**src/rtl/i2s_rx.sv**
```systemverilog
`default_nettype none
//==============================================================================
// Module   : i2s_rx
// Purpose  : Philips I2S receiver oversampled by clk_sys; emits paired L/R
//            samples. Optional bit-clock loss detection via I2S_RX_TIMEOUT_EN.
// Revision : 1.0 - initial release
//==============================================================================
module i2s_rx #(
    parameter int DATA_BITS      = 16,
    parameter int SYNC_STAGES    = 2,
    parameter int TIMEOUT_CYCLES = 4096
) (
    input  logic                 clk_sys,
    input  logic                 reset,
    input  logic                 sclk,
    input  logic                 lrclk,
    input  logic                 sdata,
    output logic [DATA_BITS-1:0] left_chan,
    output logic [DATA_BITS-1:0] right_chan,
    output logic                 sample_valid,
    output logic                 frame_err,
    output logic                 link_lost
);

    typedef enum logic [0:0] {
        HUNT = 1'b0,
        RUN  = 1'b1
    } state_t;

    localparam logic [6:0] c_data_bits = 7'(DATA_BITS);

    logic [1:0]             r_rst_pipe;
    logic                   w_rst;
    logic [SYNC_STAGES-1:0] r_sclk_pipe;
    logic [SYNC_STAGES-1:0] r_lr_pipe;
    logic [SYNC_STAGES-1:0] r_sd_pipe;
    logic                   r_sclk_d;
    logic                   r_lr_prev;
    logic                   w_bit_evt;
    logic                   w_lr;
    logic                   w_sd;
    logic                   w_boundary;
    logic                   w_r2l;
    logic                   w_timeout;
    state_t                 r_state;
    state_t                 w_state_next;
    logic [DATA_BITS-1:0]   r_shift;
    logic [DATA_BITS-1:0]   w_shift_in;
    logic [DATA_BITS-1:0]   w_word;
    logic [DATA_BITS-1:0]   r_held_left;
    logic [DATA_BITS-1:0]   r_word;
    logic [DATA_BITS-1:0]   r_left;
    logic [DATA_BITS-1:0]   r_right;
    logic [5:0]             r_bitcnt;
    logic [5:0]             w_cnt_in;
    logic [5:0]             r_left_len;
    logic [6:0]             w_len_clip;
    logic [6:0]             w_shamt;
    logic                   r_pend;
    logic                   r_err_pend;
    logic                   r_valid;
    logic                   r_err;

    // Reset asserts asynchronously but releases on a clk_sys edge
    always_ff @(posedge clk_sys or posedge reset) begin
        if (reset) begin
            r_rst_pipe <= 2'b11;
        end else begin
            r_rst_pipe <= {r_rst_pipe[0], 1'b0};
        end
    end
    assign w_rst = r_rst_pipe[1];

    always_ff @(posedge clk_sys or posedge w_rst) begin
        if (w_rst) begin
            r_sclk_pipe <= '0;
            r_lr_pipe   <= '0;
            r_sd_pipe   <= '0;
            r_sclk_d    <= 1'b0;
        end else begin
            r_sclk_pipe <= {r_sclk_pipe[SYNC_STAGES-2:0], sclk};
            r_lr_pipe   <= {r_lr_pipe[SYNC_STAGES-2:0], lrclk};
            r_sd_pipe   <= {r_sd_pipe[SYNC_STAGES-2:0], sdata};
            r_sclk_d    <= r_sclk_pipe[SYNC_STAGES-1];
        end
    end

    assign w_bit_evt  = r_sclk_pipe[SYNC_STAGES-1] & ~r_sclk_d;
    assign w_lr       = r_lr_pipe[SYNC_STAGES-1];
    assign w_sd       = r_sd_pipe[SYNC_STAGES-1];
    assign w_boundary = w_bit_evt & (w_lr != r_lr_prev);
    assign w_r2l      = w_boundary & r_lr_prev & ~w_lr;

    // The boundary bit is the ending word's LSB, so shift it in before finalizing
    assign w_cnt_in   = (r_bitcnt == 6'd63) ? r_bitcnt : r_bitcnt + 6'd1;
    assign w_shift_in = ({1'b0, r_bitcnt} < c_data_bits) ?
                        {r_shift[DATA_BITS-2:0], w_sd} : r_shift;
    assign w_len_clip = ({1'b0, w_cnt_in} < c_data_bits) ? {1'b0, w_cnt_in} : c_data_bits;
    assign w_shamt    = c_data_bits - w_len_clip;
    assign w_word     = w_shift_in << w_shamt;

`ifdef I2S_RX_TIMEOUT_EN
    localparam logic [15:0] c_to_last = 16'(TIMEOUT_CYCLES - 1);

    logic [15:0] r_to_cnt;
    logic        r_link_lost;

    always_ff @(posedge clk_sys or posedge w_rst) begin
        if (w_rst) begin
            r_to_cnt <= '0;
        end else if (w_bit_evt) begin
            r_to_cnt <= '0;
        end else if (r_to_cnt != 16'hFFFF) begin
            r_to_cnt <= r_to_cnt + 16'd1;
        end
    end

    assign w_timeout = ~w_bit_evt & (r_to_cnt == c_to_last);

    always_ff @(posedge clk_sys or posedge w_rst) begin
        if (w_rst) begin
            r_link_lost <= 1'b0;
        end else if (w_timeout) begin
            r_link_lost <= 1'b1;
        end else if (r_pend) begin
            r_link_lost <= 1'b0;
        end
    end
    assign link_lost = r_link_lost;
`else
    assign w_timeout = 1'b0;
    assign link_lost = 1'b0;
`endif

    always_ff @(posedge clk_sys or posedge w_rst) begin
        if (w_rst) begin
            r_state <= HUNT;
        end else begin
            r_state <= w_state_next;
        end
    end

    always_comb begin
        w_state_next = r_state;
        case (r_state)
            HUNT:    if (w_r2l) w_state_next = RUN;
            RUN:     if (w_timeout) w_state_next = HUNT;
            default: w_state_next = HUNT;
        endcase
    end

    always_ff @(posedge clk_sys or posedge w_rst) begin
        if (w_rst) begin
            r_lr_prev   <= 1'b0;
            r_shift     <= '0;
            r_bitcnt    <= '0;
            r_held_left <= '0;
            r_left_len  <= '0;
            r_word      <= '0;
            r_pend      <= 1'b0;
            r_err_pend  <= 1'b0;
            r_left      <= '0;
            r_right     <= '0;
            r_valid     <= 1'b0;
            r_err       <= 1'b0;
        end else begin
            r_valid <= 1'b0;
            r_err   <= 1'b0;
            if (w_bit_evt) begin
                r_lr_prev <= w_lr;
            end
            if (r_pend) begin
                r_left  <= r_held_left;
                r_right <= r_word;
                r_valid <= 1'b1;
                r_err   <= r_err_pend;
                r_pend  <= 1'b0;
            end
            if (r_state == RUN && w_bit_evt) begin
                if (w_boundary) begin
                    r_shift  <= '0;
                    r_bitcnt <= '0;
                    if (w_lr) begin
                        r_held_left <= w_word;
                        r_left_len  <= w_cnt_in;
                    end else begin
                        r_word     <= w_word;
                        r_err_pend <= (w_cnt_in != r_left_len);
                        r_pend     <= 1'b1;
                    end
                end else begin
                    r_shift  <= w_shift_in;
                    r_bitcnt <= w_cnt_in;
                end
            end else if (w_r2l) begin
                r_shift  <= '0;
                r_bitcnt <= '0;
            end
            if (w_timeout) begin
                r_left   <= '0;
                r_right  <= '0;
                r_shift  <= '0;
                r_bitcnt <= '0;
                r_pend   <= 1'b0;
            end
        end
    end

    assign left_chan    = r_left;
    assign right_chan   = r_right;
    assign sample_valid = r_valid;
    assign frame_err    = r_err;

endmodule
`default_nettype wire

```
**config.mk**
```make
export PLATFORM = sky130hd
export DESIGN_NAME = i2s_rx
export DESIGN_NICKNAME = d
export VERILOG_FILES = /design/src/rtl/i2s_rx.sv
export SDC_FILE = /design/constraint.sdc
export NUM_CORES = 1
export LEC_CHECK = 0
export BUFFER_PORTS_ARGS = -buffer_cell sky130_fd_sc_hd__buf_2
export CORE_UTILIZATION = 56
export CTS_BUF_LIST = sky130_fd_sc_hd__clkbuf_4
export CTS_CLUSTER_DIAMETER = 150
export CTS_CLUSTER_SIZE = 16
export DETAILED_ROUTE_END_ITERATION = 8
export HOLD_SLACK_MARGIN = 0.12
export PLACE_DENSITY_LB_ADDON = 0.3
export SYNTH_ARGS = -nofsm -noshare
export SYNTH_HDL_FRONTEND = slang
export SYNTH_SLANG_ARGS = --single-unit
```
**constraint.sdc**
```tcl
create_clock -name clk_sys -period 3 [get_ports clk_sys]
set_input_delay 0.3 -clock clk_sys [delete_from_list [all_inputs] [get_ports clk_sys]]
set_output_delay 0.3 -clock clk_sys [all_outputs]
set_load 0.02 [all_outputs]
```
==> summary.md <==
| Metric | Value |
|---|---|
| Area of the die | `approximately 10000 sq um` |
| RePlAce Congestion | `between 0.9 and 1` |
| CTS tree | `yes` |
| Final min period | `2850 ps` |
| Storage cell area | `2680 sq um` |
| Worst endpoint required time | `~3400 ps` |
| Setup crit start kind | `flop` |
| Initial Util | `around three fifths` |
| CTS max path bufs | `2` |
| Crit Reg-Reg Startpoint | `r_bitcnt[0]$_DFFE_PP0P_` |
| Hold path start | `r_rst_pipe[0]$_DFF_PP1_` |
| WS Path Type | `reg -> reg` |
| Max Freq | `~0.35 GHz` |
| First-pass GRT wire length | `roughly 20000 microns` |
| CTS Buf Count | `9` |
| H-tree Lvls | `3` |
| Worst VDD drop | `roughly 0.36 mV` |
| Synthesized instance count | `roughly 510` |
| Hold/Removal Path Class | `reg -> reg` |
| Max-cap violation count | `0` |
| Syn Area/Cell | `~11 sq um` |
| Worst clock skew | `about 36 ps` |
| Rel. slew slack | `23.1%` |
| Met3 usage | `roughly 3.3%` |
| Nets@finish | `570` |
| Setup ws final | `between 150 and 200 ps` |
| Status | `complete, no violations` |
| Vias | `~4200` |
| Met2 Track Usage GR | `about two fifths` |
| Seq cells post-synth | `107` |
| Hold Path End | `r_rst_pipe[1]$_DFF_PP1_` |
| Final setup viols | `0` |
| Worst Path Max Fanout | `7` |
| Die height | `roughly 100 microns` |
| Async SR Flop Fraction | `100%` |
| Ys Warns | `0` |
| Pre-Repair DR Iteration Count | `5` |
| Number of I/O pins | `40` |
| FP Rows | `35` |
| Grt peak-use layer | `met2` |
| Endpoints failing hold | `0` |
| Synth Cell Area | `5390 sq um` |
| Slew Viols, Final | `0` |
| Clock sinks | `107` |
| Antenna violations before repair | `0` |
| Count of cell types in the netlist | `68` |
| Area of the core | `between 9000 and 10000 sq um` |
| Layout cell share with drive strength beyond 1 | `29.8%` |
| Total GRT Usage | `between 20 and 30%` |
| Setup_tns | `0 ps` |
| I/O Buffers | `38` |
| Sequential-to-total area share from yosys stat | `between 40 and 50%` |
| Die X-Extent | `roughly 100 microns` |
| Vias in the first global route | `around 4000` |
| Routed Antenna Nets | `0` |
| Detailed placement HPWL | `~8800 microns` |
| Final routed DRC violation total | `0` |
| Fillcell total | `774` |
| Number of synthesized flops with an enable pin | `0` |
| Antenna Cells | `0` |
| Met1 usage | `a little over a third` |
| Worst-path clk slew | `~180 ps` |
| Wire per inst | `17.5 microns` |
| Pre-CTS setup slack | `60.2 ps` |
| Leading register cell type out of synthesis | `dfrtp_1` |
| Area used by multi-input combinational logic | `roughly 2600 sq um` |
| Area Overhead vs Synth | `15.0%` |
| Slew @ Worst Pin | `~1200 ps` |
| Largest net degree at the start of global routing | `55` |
| Worst R2R Path Depth | `11` |
| WHS Path Cells | `0` |
| Flop2flop setup slack | `150 ps` |
| CP endpoint kind | `flop` |
| Fin crit share | `between 90% and 100%` |
| Pleak | `2.80 nW` |
| Reg2reg end | `r_word[15]$_DFFE_PP0P_` |
| Power Density | `around 830 nW/um^2` |
| Detailed Route Iter0 Violations | `280` |
| Vias/cell | `6.04` |
| Total gr overflow | `0` |
| Crit path DAT | `~3200 ps` |
| Root Driver | `clkbuf_4` |
| Clock latency on the worst-skew pair | `roughly 500 ps` |
| WL final | `~12000 microns` |
-- layer usage --
layer	up-vias	wire (microns)
met4	0	294
met1	2051	5700
met2	136	5780
met3	29	445
li1	1992	-
met5	-	0
-- logic make-up (layout without fill, tap and decap cells) --
| group | Yosys count | count (layout) | synth area share (%) |
|---|---|---|---|
| adder cells (fa/ha/maj) | 2 | 2 | 0.464 |
| flip-flops | 107 | 107 | 49.7 |
| other | 1 | 2 | 0.0695 |
| XOR/XNOR | 11 | 11 | 1.79 |
| AND/OR/NAND/NOR | 146 | 146 | 13.2 |
| buffers and inverters | 43 | 105 | 3.74 |
| multiplexers | 59 | 59 | 13.0 |
| AO/OA/AOI/OAI | 136 | 136 | 18.1 |
-- cell usage in the layout, fill, tap and decap left out, types with 12 or more instances in the layout --
master and count:
o31ai_1 12, o21ai_0 25, nand2_1 49, buf_2 38, a22o_1 19, nor3_1 21, mux2_2 44, nor2_1 24
buf_4 35, dfrtp_1 105
-- power breakdown --
part           leakage (nW)  internal, W  total, W  switching, W
clock network        0.0830     0.000212  0.000771      0.000559
registers              1.43      0.00173   0.00191      0.000181
logic                  1.29      0.00108   0.00245       0.00138
total                  2.80      0.00301   0.00513       0.00212
-- synthesized netlist by cell type (4+ instances only) --
library cell | instances | area (sq um)
nor3_1 | 23 | 115
o31ai_1 | 12 | 90.1
a41oi_1 | 4 | 35.0
o32ai_1 | 4 | 35.0
nand3_1 | 10 | 50.1
and2_1 | 5 | 31.3
a21oi_1 | 11 | 55.1
and3_1 | 4 | 25.0
nand2b_1 | 6 | 37.5
clkbuf_1 | 21 | 78.8
mux2i_1 | 10 | 100
xnor2_1 | 8 | 70.1
a31oi_1 | 6 | 37.5
buf_6 | 4 | 45.0
a21o_1 | 4 | 30.0
a22o_1 | 19 | 166
dfrtp_1 | 105 | 2630
o221ai_1 | 4 | 35.0
a211oi_1 | 4 | 30.0
nand2_1 | 49 | 184
nor2_1 | 24 | 90.1
buf_2 | 5 | 25.0
mux2_2 | 44 | 495
inv_1 | 8 | 30.0
o22ai_1 | 5 | 31.3
o21ai_1 | 9 | 45.0
nor2b_1 | 4 | 25.0
o21ai_0 | 26 | 130
-- final cells by class --
class	count	area share [%]
clock buffers	9	1.09
clock inverters	7	1.47
inverters	10	0.666
multi-input cells	356	42.4
flip-flops and latches	107	43.2
well taps	129	2.60
repair buffers	79	8.60
-- flip-flops by register name (all words and copies together) (netlist names) --
signal / count
r_lr_pipe: 2
r_held_left: 16
r_sclk_pipe: 2
r_word: 16
left_chan: 16
r_state: 1
r_lr_prev: 1
r_left_len: 6
r_rst_pipe: 2
r_pend: 1
r_sclk_d: 1
frame_err: 1
sample_valid: 1
right_chan: 16
r_bitcnt: 6
r_shift: 16
r_err_pend: 1
r_sd_pipe: 2
-- worst max-delay path by stage --
stage                                        from                          end  slack [ps]
after global placement    r_bitcnt[0]$_DFFE_PP0P_       r_word[15]$_DFFE_PP0P_         160
after CTS                 r_bitcnt[0]$_DFFE_PP0P_       r_word[15]$_DFFE_PP0P_          10
final                     r_bitcnt[0]$_DFFE_PP0P_       r_word[15]$_DFFE_PP0P_         150
after detailed placement  r_bitcnt[0]$_DFFE_PP0P_       r_word[15]$_DFFE_PP0P_          60
after global routing      r_bitcnt[0]$_DFFE_PP0P_        r_word[6]$_DFFE_PP0P_         -40
after floorplan           r_bitcnt[0]$_DFFE_PP0P_  r_held_left[15]$_DFFE_PP0P_         0.5
-- critical path, stage by stage (launching register included) --
cell	delay [ps]
dfrtp_1	440
ha_4	200
and3_1	220
a21oi_1	110
a21oi_2	140
nand2b_4	150
ha_4	170
o21ai_0	110
mux4_2	490
or2_1	250
and3_4	180
o41ai_2	300
-- metrics by stage --
| stage | total power, W | std cells | utilization, % | area, sq um | hold WS, ps |
|---|---|---|---|---|---|
| finish | 0.00513 | 697 | 66.8 | 6200 | 371 |
| global placement | 0.00419 | 676 | 63.7 | 5920 | 321 |
| CTS | 0.00501 | 696 | 65.9 | 6110 | 355 |
| global route | 0.00544 | 697 | 66.8 | 6200 | 378 |
| floorplan | 0.00354 | 506 | - | 5440 | 212 |
| detailed placement | 0.00423 | 676 | 63.7 | 5920 | 332 |
-- repair_timing --
item                                    in CTS  in global routing
hold buffers                                 4                  0
setup buffers                                0                  1
endpoints found under the setup margin       0                 20
gates resized for setup                      0                 13
endpoints found under the hold margin        5                  0
(Power assumes the default switching activity.)
